[src/rtl/mips_mc_control_if.sv]
// Datapath-facing bundle between the multi-cycle sequencer and the
// regfile/ALU/IMem/DMem datapath.
interface mips_mc_control_if #(
  parameter int PC_W = 8
);
  logic [31:0]     instr;
  logic            alu_zero;
  logic [1:0]      alu_addr;
  logic [PC_W-1:0] pc;
  logic [31:0]     ir;
  logic            reg_dst;
  logic            alu_src;
  logic [3:0]      alu_op;
  logic            mem_to_reg;
  logic            reg_wr;
  logic [3:0]      dmem_wr;

  // Control side: consumes IMem data and ALU flags, drives selects/strobes.
  modport master (
    input  instr, alu_zero, alu_addr,
    output pc, ir, reg_dst, alu_src, alu_op, mem_to_reg, reg_wr, dmem_wr
  );

  // Datapath side.
  modport slave (
    output instr, alu_zero, alu_addr,
    input  pc, ir, reg_dst, alu_src, alu_op, mem_to_reg, reg_wr, dmem_wr
  );
endinterface

[src/rtl/mips_mc_control.sv]
// Multi-cycle MIPS control sequencer: owns PC and IR, steps each instruction
// through FETCH/DECODE/EXEC/MEM/WB and drives the datapath selects/strobes.
module mips_mc_control #(
  parameter int PC_W  = 8,
  parameter int CNT_W = 16
) (
  input  logic             clk,
  input  logic             nrst,
  input  logic             en,
  mips_mc_control_if.master dp,
  output logic [2:0]       state,
  output logic             illegal,
  output logic [CNT_W-1:0] instret
);

  typedef enum logic [2:0] {
    S_FETCH  = 3'd0,
    S_DECODE = 3'd1,
    S_EXEC   = 3'd2,
    S_MEM    = 3'd3,
    S_WB     = 3'd4,
    S_HALT   = 3'd5
  } state_e;

  typedef enum logic [3:0] {
    CL_BAD, CL_R, CL_I, CL_LW, CL_SW, CL_SB, CL_BEQ, CL_BNE, CL_J
  } cls_e;

  localparam logic [3:0] OP_ADD = 4'b0000;
  localparam logic [3:0] OP_AND = 4'b0001;
  localparam logic [3:0] OP_OR  = 4'b0010;
  localparam logic [3:0] OP_XOR = 4'b0011;
  localparam logic [3:0] OP_SUB = 4'b0100;
  localparam logic [3:0] OP_SLT = 4'b0101;

  state_e          state_q, state_d;
  logic [PC_W-1:0] pc_q, pc_d;
  logic [31:0]     ir_q, ir_d;
  logic            illegal_q, illegal_d;
  logic [CNT_W-1:0] instret_q, instret_d;
  cls_e            cls_ir;
  logic            retire;

  // Instruction class; R-type requires a zero shamt field.
  function automatic cls_e classify(input logic [31:0] w);
    classify = CL_BAD;
    case (w[31:26])
      6'b000000: begin
        if (w[10:6] == 5'd0) begin
          case (w[5:0])
            6'b100000, 6'b100001, 6'b100010, 6'b100011,
            6'b100100, 6'b100101, 6'b100110, 6'b101010: classify = CL_R;
            default: classify = CL_BAD;
          endcase
        end
      end
      6'b001000, 6'b001001, 6'b001100, 6'b001101: classify = CL_I;
      6'b100011: classify = CL_LW;
      6'b101011: classify = CL_SW;
      6'b101000: classify = CL_SB;
      6'b000100: classify = CL_BEQ;
      6'b000101: classify = CL_BNE;
      6'b000010: classify = CL_J;
      default:   classify = CL_BAD;
    endcase
  endfunction

  // ALU operation for an instruction word (add for memory ops and jumps).
  function automatic logic [3:0] alu_of(input logic [31:0] w);
    alu_of = OP_ADD;
    case (w[31:26])
      6'b000000: begin
        case (w[5:0])
          6'b100010, 6'b100011: alu_of = OP_SUB;
          6'b100100:            alu_of = OP_AND;
          6'b100101:            alu_of = OP_OR;
          6'b100110:            alu_of = OP_XOR;
          6'b101010:            alu_of = OP_SLT;
          default:              alu_of = OP_ADD;
        endcase
      end
      6'b001100:            alu_of = OP_AND;
      6'b001101:            alu_of = OP_OR;
      6'b000100, 6'b000101: alu_of = OP_SUB;
      default:              alu_of = OP_ADD;
    endcase
  endfunction

  assign cls_ir = classify(ir_q);

  // Architectural state register with synchronous active-low reset.
  always_ff @(posedge clk) begin
    if (!nrst) begin
      state_q   <= S_FETCH;
      pc_q      <= '0;
      ir_q      <= '0;
      illegal_q <= 1'b0;
      instret_q <= '0;
    end else begin
      state_q   <= state_d;
      pc_q      <= pc_d;
      ir_q      <= ir_d;
      illegal_q <= illegal_d;
      instret_q <= instret_d;
    end
  end

  // Next-state, PC update and retirement.
  always_comb begin
    state_d   = state_q;
    pc_d      = pc_q;
    ir_d      = ir_q;
    illegal_d = illegal_q;
    retire    = 1'b0;
    case (state_q)
      S_FETCH: if (en) state_d = S_DECODE;
      S_DECODE: begin
        ir_d = dp.instr;
        if (classify(dp.instr) == CL_BAD) begin
          state_d   = S_HALT;
          illegal_d = 1'b1;
        end else begin
          state_d = S_EXEC;
        end
      end
      S_EXEC: begin
        case (cls_ir)
          CL_R, CL_I:         state_d = S_WB;
          CL_LW, CL_SW, CL_SB: state_d = S_MEM;
          CL_BEQ, CL_BNE: begin
            state_d = S_FETCH;
            retire  = 1'b1;
            if ((cls_ir == CL_BEQ) == dp.alu_zero)
              pc_d = pc_q + PC_W'(4) + PC_W'({ir_q[15:0], 2'b00});
            else
              pc_d = pc_q + PC_W'(4);
          end
          CL_J: begin
            state_d = S_FETCH;
            retire  = 1'b1;
            pc_d    = {ir_q[PC_W-3:0], 2'b00};
          end
          default: state_d = S_HALT;
        endcase
      end
      S_MEM: begin
        if (cls_ir == CL_LW) begin
          state_d = S_WB;
        end else begin
          state_d = S_FETCH;
          retire  = 1'b1;
          pc_d    = pc_q + PC_W'(4);
        end
      end
      S_WB: begin
        state_d = S_FETCH;
        retire  = 1'b1;
        pc_d    = pc_q + PC_W'(4);
      end
      S_HALT:  state_d = S_HALT;
      default: state_d = S_FETCH;
    endcase
    instret_d = retire ? instret_q + CNT_W'(1) : instret_q;
  end

  // Moore datapath controls; write strobes are also masked while nrst is low
  // so no write escapes in the cycle that reset is being applied.
  always_comb begin
    dp.reg_dst    = 1'b0;
    dp.alu_src    = 1'b0;
    dp.alu_op     = OP_ADD;
    dp.mem_to_reg = 1'b0;
    dp.reg_wr     = 1'b0;
    dp.dmem_wr    = 4'b0000;
    if (state_q == S_EXEC || state_q == S_MEM || state_q == S_WB) begin
      dp.reg_dst = (cls_ir == CL_R);
      dp.alu_src = (cls_ir == CL_I) || (cls_ir == CL_LW) ||
                   (cls_ir == CL_SW) || (cls_ir == CL_SB);
      dp.alu_op  = alu_of(ir_q);
    end
    if (state_q == S_WB) begin
      dp.mem_to_reg = (cls_ir == CL_LW);
      dp.reg_wr     = nrst && ((cls_ir == CL_R) ? (ir_q[15:11] != 5'd0)
                                                : (ir_q[20:16] != 5'd0));
    end
    if (state_q == S_MEM && nrst) begin
      if (cls_ir == CL_SW)      dp.dmem_wr = 4'b1111;
      else if (cls_ir == CL_SB) dp.dmem_wr = 4'b0001 << dp.alu_addr;
    end
  end

  assign dp.pc   = pc_q;
  assign dp.ir   = ir_q;
  assign state   = state_q;
  assign illegal = illegal_q;
  assign instret = instret_q;

endmodule
[src/flat_wrapper.sv]
// flat-port wrapper written by rule: the top's interface ports become plain ports
module mips_mc_control_flat 
#(
  parameter int PC_W  = 8,
  parameter int CNT_W = 16
)
  (clk, nrst, en, state, illegal, instret, dp_instr, dp_alu_zero, dp_alu_addr, dp_pc, dp_ir, dp_reg_dst, dp_alu_src, dp_alu_op, dp_mem_to_reg, dp_reg_wr, dp_dmem_wr);
  mips_mc_control_if #(.PC_W(PC_W)) dp_i ();
  input  logic clk;
  input  logic nrst;
  input  logic en;
  output logic [2:0] state;
  output logic illegal;
  output logic [CNT_W-1:0] instret;
  input wire logic [$bits(dp_i.instr)-1:0] dp_instr;
  input wire logic [$bits(dp_i.alu_zero)-1:0] dp_alu_zero;
  input wire logic [$bits(dp_i.alu_addr)-1:0] dp_alu_addr;
  output wire logic [$bits(dp_i.pc)-1:0] dp_pc;
  output wire logic [$bits(dp_i.ir)-1:0] dp_ir;
  output wire logic [$bits(dp_i.reg_dst)-1:0] dp_reg_dst;
  output wire logic [$bits(dp_i.alu_src)-1:0] dp_alu_src;
  output wire logic [$bits(dp_i.alu_op)-1:0] dp_alu_op;
  output wire logic [$bits(dp_i.mem_to_reg)-1:0] dp_mem_to_reg;
  output wire logic [$bits(dp_i.reg_wr)-1:0] dp_reg_wr;
  output wire logic [$bits(dp_i.dmem_wr)-1:0] dp_dmem_wr;
  assign dp_i.instr = dp_instr;
  assign dp_i.alu_zero = dp_alu_zero;
  assign dp_i.alu_addr = dp_alu_addr;
  assign dp_pc = dp_i.pc;
  assign dp_ir = dp_i.ir;
  assign dp_reg_dst = dp_i.reg_dst;
  assign dp_alu_src = dp_i.alu_src;
  assign dp_alu_op = dp_i.alu_op;
  assign dp_mem_to_reg = dp_i.mem_to_reg;
  assign dp_reg_wr = dp_i.reg_wr;
  assign dp_dmem_wr = dp_i.dmem_wr;
  mips_mc_control #(.PC_W(PC_W), .CNT_W(CNT_W)) u_core (.clk(clk), .nrst(nrst), .en(en), .dp(dp_i), .state(state), .illegal(illegal), .instret(instret));
endmodule
[config.mk]
export PLATFORM = sky130hd
export DESIGN_NAME = mips_mc_control_flat
export DESIGN_NICKNAME = d
export VERILOG_FILES = /design/src/rtl/mips_mc_control_if.sv /design/src/rtl/mips_mc_control.sv /design/src/flat_wrapper.sv
export SDC_FILE = /design/constraint.sdc
export NUM_CORES = 1
export LEC_CHECK = 0
export ABC_AREA = 1
export CAP_MARGIN = 20
export CORE_AREA = 2 2 89 91
export CTS_CLUSTER_SIZE = 8
export DETAILED_ROUTE_END_ITERATION = 7
export DIE_AREA = 0 0 91 93
export GPL_ROUTABILITY_DRIVEN = 0
export PLACE_DENSITY = 0.79
export SLEW_MARGIN = 25
export SYNTH_ARGS = -nofsm -noshare
export SYNTH_HDL_FRONTEND = slang
export SYNTH_SLANG_ARGS = --single-unit
[constraint.sdc]
create_clock -name clk -period 2.4 [get_ports clk]
set_clock_uncertainty 0.1 [all_clocks]
set_input_delay 0.48 -clock clk [delete_from_list [all_inputs] [get_ports clk]]
set_output_delay 0.48 -clock clk [all_outputs]
set_load 0.01 [all_outputs]
### After elaboration in Yosys (flattened, before gate mapping)

Index checks and enable logic that the tools add are counted.

* reductions and logical operators: 28
* equality and inequality tests: 53
* $add $sub $neg: 3
* magnitude comparators: 0
* bitwise logic cells: 0
* div/mod/pow operators: 0
* muxes and demuxes: 30
* multiply operators: 0
* shift operators: 1

Operator list (count)
* $eq A6 B6 Y1 const B: 22
* $pmux W4 S8: 2
* $eq A6 B4 Y1 const B: 8
* $pmux W3 S5: 2
* $mux W4: 7
* $eq A6 B3 Y1 const B: 4
* $pmux W8 S3: 1
* $add A16 B1 Y16 const B: 1
* $eq A4 B3 Y1 const B: 4
* $mux W8: 2
* $pmux W8 S2: 1
* $reduce_or A8 Y1: 2
* $eq A6 B2 Y1 const B: 2
* $logic_not A6 Y1: 2
* $pmux W3 S4: 1
* $logic_not A5 Y1: 2
* $reduce_bool A5 Y1: 2
* $mux W1: 9
* $mux W3: 3
* $pmux W3 S3: 1
* $add A8 B3 Y8 const B: 1
* $add A8 B8 Y8: 1
* $eq A4 B2 Y1 const B: 2
* $reduce_or A2 Y1: 4
* 19 further kinds: 29

* memories kept: 0
* bits in read-only memories: 0
* output and inout bits: 72
* bits of input ports: 38
* flip-flop bits (word level): 60
* latch bits: 0
* bits in writable memories: 0

### Logic depth before layout (Yosys ltp)

Gate-level depths: netlist of the first run.

* word-level depth: 10
* depth in mapped cells: 16
* gate-level depth less buffers: 16

### Least setup slack after synthesis of the first run

No wires, ideal clock.

* kind: reg-to-reg
* from: register u_core.pc_q[2] (netlist: u_core.dp.pc[2])
* to: register u_core.pc_q[7] (netlist: u_core.dp.pc[7])
* required time: 2230 ps
* slack: 199 ps
* arrival time: 2031 ps
* buffers on the path: 0
* library setup time: 70 ps
* stages on the path, launching flop included: 15
* clock period less this slack: 2201 ps
* path through: dfxtp_1 -> ha_1 -> nand3_1 -> xor2_1 -> inv_1 -> ha_1 -> a21oi_1 -> nand3_1 -> nand2_1 -> nand3_1 -> nand2_1 -> nand2_1 -> nand2_1 -> nand2_1 -> a21oi_1

* cells in the longest elaborated chain, start to end: 5

Ends and longest elaborated chain
* start, declared: line mips_mc_control.sv:37 `logic [PC_W-1:0] pc_q, pc_d;`
* start signal, assigned: line mips_mc_control.sv:101 `pc_q <= pc_d;`
* $add A8 B3 Y8 *
* $add A8 B8 Y8: line mips_mc_control.sv:134 `pc_d = pc_q + PC_W'(4) + PC_W'({ir_q[15:0], 2'b00});`
* $mux W8: line mips_mc_control.sv:133 `if ((cls_ir == CL_BEQ) == dp.alu_zero)`
* $pmux W8 S2: line mips_mc_control.sv:127 `case (cls_ir)`
* $pmux W8 S3 *: line mips_mc_control.sv:115 `case (state_q)`

Every way passes the cells marked *; elsewhere a longest branch is shown, timed or not. The select of a mux whose other input is x is not followed.
A chain may end at the register's enable or synchronous reset.

### Worst setup path in the final report of the first run

* from: register u_core.ir_q[28] (netlist: u_core.dp.ir[28])
* to: output port dp_dmem_wr[3]

* cells in the longest elaborated chain, start to end: 7

Ends and longest elaborated chain
* start, declared: line mips_mc_control.sv:38 `logic [31:0] ir_q, ir_d;`
* start signal, assigned: line mips_mc_control.sv:102 `ir_q <= ir_d;`
* $eq A6 B4 Y1: line mips_mc_control.sv:47 `case (w[31:26])`
* $reduce_or A4 Y1: line mips_mc_control.sv:47
* $pmux W4 S8 *: line mips_mc_control.sv:47
* $eq A4 B3 Y1: line mips_mc_control.sv:188 `else if (cls_ir == CL_SB) dp.dmem_wr = 4'b0001 << dp.alu_addr;`
* $mux W4: line mips_mc_control.sv:188
* $mux W4 *: line mips_mc_control.sv:187 `if (cls_ir == CL_SW) dp.dmem_wr = 4'b1111;`
* $mux W4 *: line mips_mc_control.sv:186 `if (state_q == S_MEM && nrst) begin`
* end, declared: line flat_wrapper.sv:25 `output wire logic [$bits(dp_i.dmem_wr)-1:0] dp_dmem_wr;`

Every way passes the cells marked *; elsewhere a longest branch is shown, timed or not.

==> results of run 1 <==
## metal layers
metal | global-route usage [%] | vias to the layer above | wire length (um)
met3 | 5.560 | 19 | 801
met4 | 10.23 | 0 | 206
met2 | 40.74 | 157 | 5183
met5 | 0 | - | 0
met1 | 29.94 | 1896 | 4630
li1 | - | 1988 | -
## area by class of cell
| type | instances | area share (%) |
|---|---|---|
| clock buffers | 12 | 3.002 |
| well taps | 102 | 2.469 |
| inverters | 59 | 4.357 |
| flip-flops and latches | 58 | 23.00 |
| clock inverters | 4 | 1.428 |
| repair buffers | 147 | 25.93 |
| multi-input cells | 380 | 39.82 |
## metrics by stage
step	setup TNS, ns	setup WS [ns]
after global placement	-0.3881	-0.1016
after floorplan	0	0.1993
after global routing	-0.2410	-0.06174
after CTS	0	0.005248
final	0	0.04914
after detailed placement	-0.6895	-0.1553
## state kept, by name (all words and copies together), names as in the netlist
name	count
u_core.illegal	1
u_core.dp.pc	6
u_core.state	3
u_core.instret	16
u_core.dp.ir	32
## synthesized netlist by cell type, types with 2 or more instances
library cell	n
clkbuf_1	7
inv_1	56
nand3b_1	5
nor2_1	65
buf_4	6
xnor2_1	7
nor3_1	13
a21oi_1	61
o21a_1	2
nand3_1	34
o21ai_0	52
xor2_1	6
nor2_2	4
nand2_1	90
nand2_2	3
dfxtp_1	58
o211ai_1	2
nand4_1	10
nor4_1	4
inv_2	3
ha_1	7
buf_2	5
## critical path: cells and delay by family, from the launching register on
kind / cells / cell delay (ns)
buffers and inverters: 5 / 0.60
AND/OR/NAND/NOR: 4 / 0.38
flip-flops: 1 / 0.36
AO/OA/AOI/OAI: 1 / 0.09
## worst max-delay path by stage
stage	endpoint	slack, ns	depth (start not counted)
2_1_floorplan	u_core.dp.pc[7]	0.20	14
3_5_place_dp	dp_dmem_wr[2]	-0.16	4
5_1_grt	dp_dmem_wr[3]	-0.06	11
6_report	dp_dmem_wr[3]	0.05	10
3_3_place_gp	dp_reg_wr	-0.10	4
4_1_cts	dp_reg_wr	0.005	9
## power breakdown
| group | switching (uW) | internal, uW | total (uW) |
|---|---|---|---|
| registers | 87.3 | 1060 | 1150 |
| logic | 509 | 452 | 960 |
| clock network | 377 | 641 | 1020 |
## logic make-up after synthesis
family                   synth area share (%)
AO/OA/AOI/OAI                           18.61
XOR/XNOR                                3.333
adder cells (fa/ha/maj)                 3.150
other                                  0.1098
AND/OR/NAND/NOR                         31.06
buffers and inverters                   9.743
flip-flops                              33.99
## repair_timing
item / 4_1_cts / 5_1_grt
hold buffers: 0 / 0
endpoints found under the setup margin: 11 / 30
pin swaps: 6 / 8
resized for setup: 48 / 33
buffers inserted: 7 / 7
==> impl_metrics.ini, run 1 <==
[critical_path]
rrSetupSlack_ns = 0.15
startpoint_type = flip-flop
crit_required_ns = 1.82
crit_chain = buf_4, inv_2, nand2_1, nor2_1, nand2_2, nand4_1, buf_4, buf_6, a21oi_2, buf_2
r2r_cells = 7
cp.arrival_ns = 1.77
reg2reg_to = u_core.dp.ir[4]
r2r-start = u_core.state[0]
crit_top_cell = buf_4
cp-startpoint = u_core.dp.ir[28]
critPathSlowestCell = dfxtp_2
critPathMaxStageDelay_ns = 0.36
path_class = reg2out
crit_fanout = 5
endpoint_kind = primary output

[clock_tree]
clk_latency_ns = 0.33
root_buffer = clkbuf_8
cts_sinks = 58
clk_pin_slew_ns = 0.07
cts_tree = yes
htree_levels = 3
clockBufferDepth = 2
cts_buffers = 9

[min_path]
holdCritPathClass = reg2reg
hold_end = u_core.illegal
whs_path_depth = 2
holdCritStartpoint = u_core.illegal

[yosys]
ys_types = 37
synth.avg_cell_area_um2 = 6.633
synth-seq-cells = 58
ys.flop_type = dfxtp_1
ys_seq_area_share_pct = 33.99
yosys_warnings = 0
synth_top_area_cell = dfxtp_1
yosys-top-cells-area = dfxtp_1, nand2_1, a21oi_1
async_reset_ff_share_pct = 0
synth_edf_count = 0
syn_inst = 515
syn-cell-area_mm2 = 0.003416
synth_top_area_share_pct = 33.99

[finish]
finalNonFillerCells = 762
multi_input_area_mm2 = 0.002058
seqCellArea_mm2 = 0.001189
syn_to_final_growth_pct = 51.32
final_cell_mix = clkdlybuf4s50_1, nand2_1, nor2_1
final_common_cell = clkdlybuf4s50_1
nFillCells = 635
nets = 701
drive_gt1_share_pct = 17.42
fin_util_pct = 68.67
design_area_mm2 = 0.005169
antenna_cells = 0

[floorplan]
num_rows = 32
fp.dieH_um = 93
coreArea_mm2 = 0.007527
io_pins = 110
die_w_um = 91
dieArea_mm2 = 0.008463
initial_core_util_pct = 45.38

[timing]
slew_headroom_pct = 60.86
fin_crit_ns = 2.351
worstMarginPinSlew_ns = 0.5858
worst_hold_slack_ns = 0.3566
hold_viol = 0
max_freq_ghz = 0.4254
finalSetupViolCount = 0
slew_violations = 0
fin_crit_sh_pct = 97.95
rsz0062_at_grt = true

[routing]
ant_nets = 0
via_per_inst = 5.328
drc = 0
wl_per_cell_um = 14.20
vias = 4060
routed_wl_um = 10820
dr.pass1.iters = 5
drt-initial-drc-count = 272

[grt]
grt_use_total_pct = 24.24
grt_max_degree = 39
grt.overflow.total = 0
antenna_found_initial = 0
grt_pass1_wl_um = 16790
grt_pass1_vias = 3676

[power_and_ir_drop]
peakVddDrop_mv = 0.4295
p_total_uw = 3126
power.leakage_uw = 0.002169
p_per_area_mw_per_mm2 = 604.8

[status]
status = completed

[place]
post-dp-hpwl_um = 7650
placed_area_mm2 = 0.004703
io_buffers = 106
dp_cells = 732

[job]
cap_violations = 0
Power figures use the tool's default switching activity.
==> run 2: changes to the inputs <==
--- a/config.mk
+++ b/config.mk
@@ -8,6 +8,7 @@
 export ABC_AREA = 1
 export CAP_MARGIN = 20
 export CORE_AREA = 2 2 89 91
+export CTS_CLUSTER_DIAMETER = 80
 export CTS_CLUSTER_SIZE = 8
 export DETAILED_ROUTE_END_ITERATION = 7
 export DIE_AREA = 0 0 91 93
@@ -17,3 +18,4 @@
 export SYNTH_ARGS = -nofsm -noshare
 export SYNTH_HDL_FRONTEND = slang
 export SYNTH_SLANG_ARGS = --single-unit
+export TNS_END_PERCENT = 100
==> results of run 2 <==
No change in the layout: final DEF, timing and power equal those of run 1.
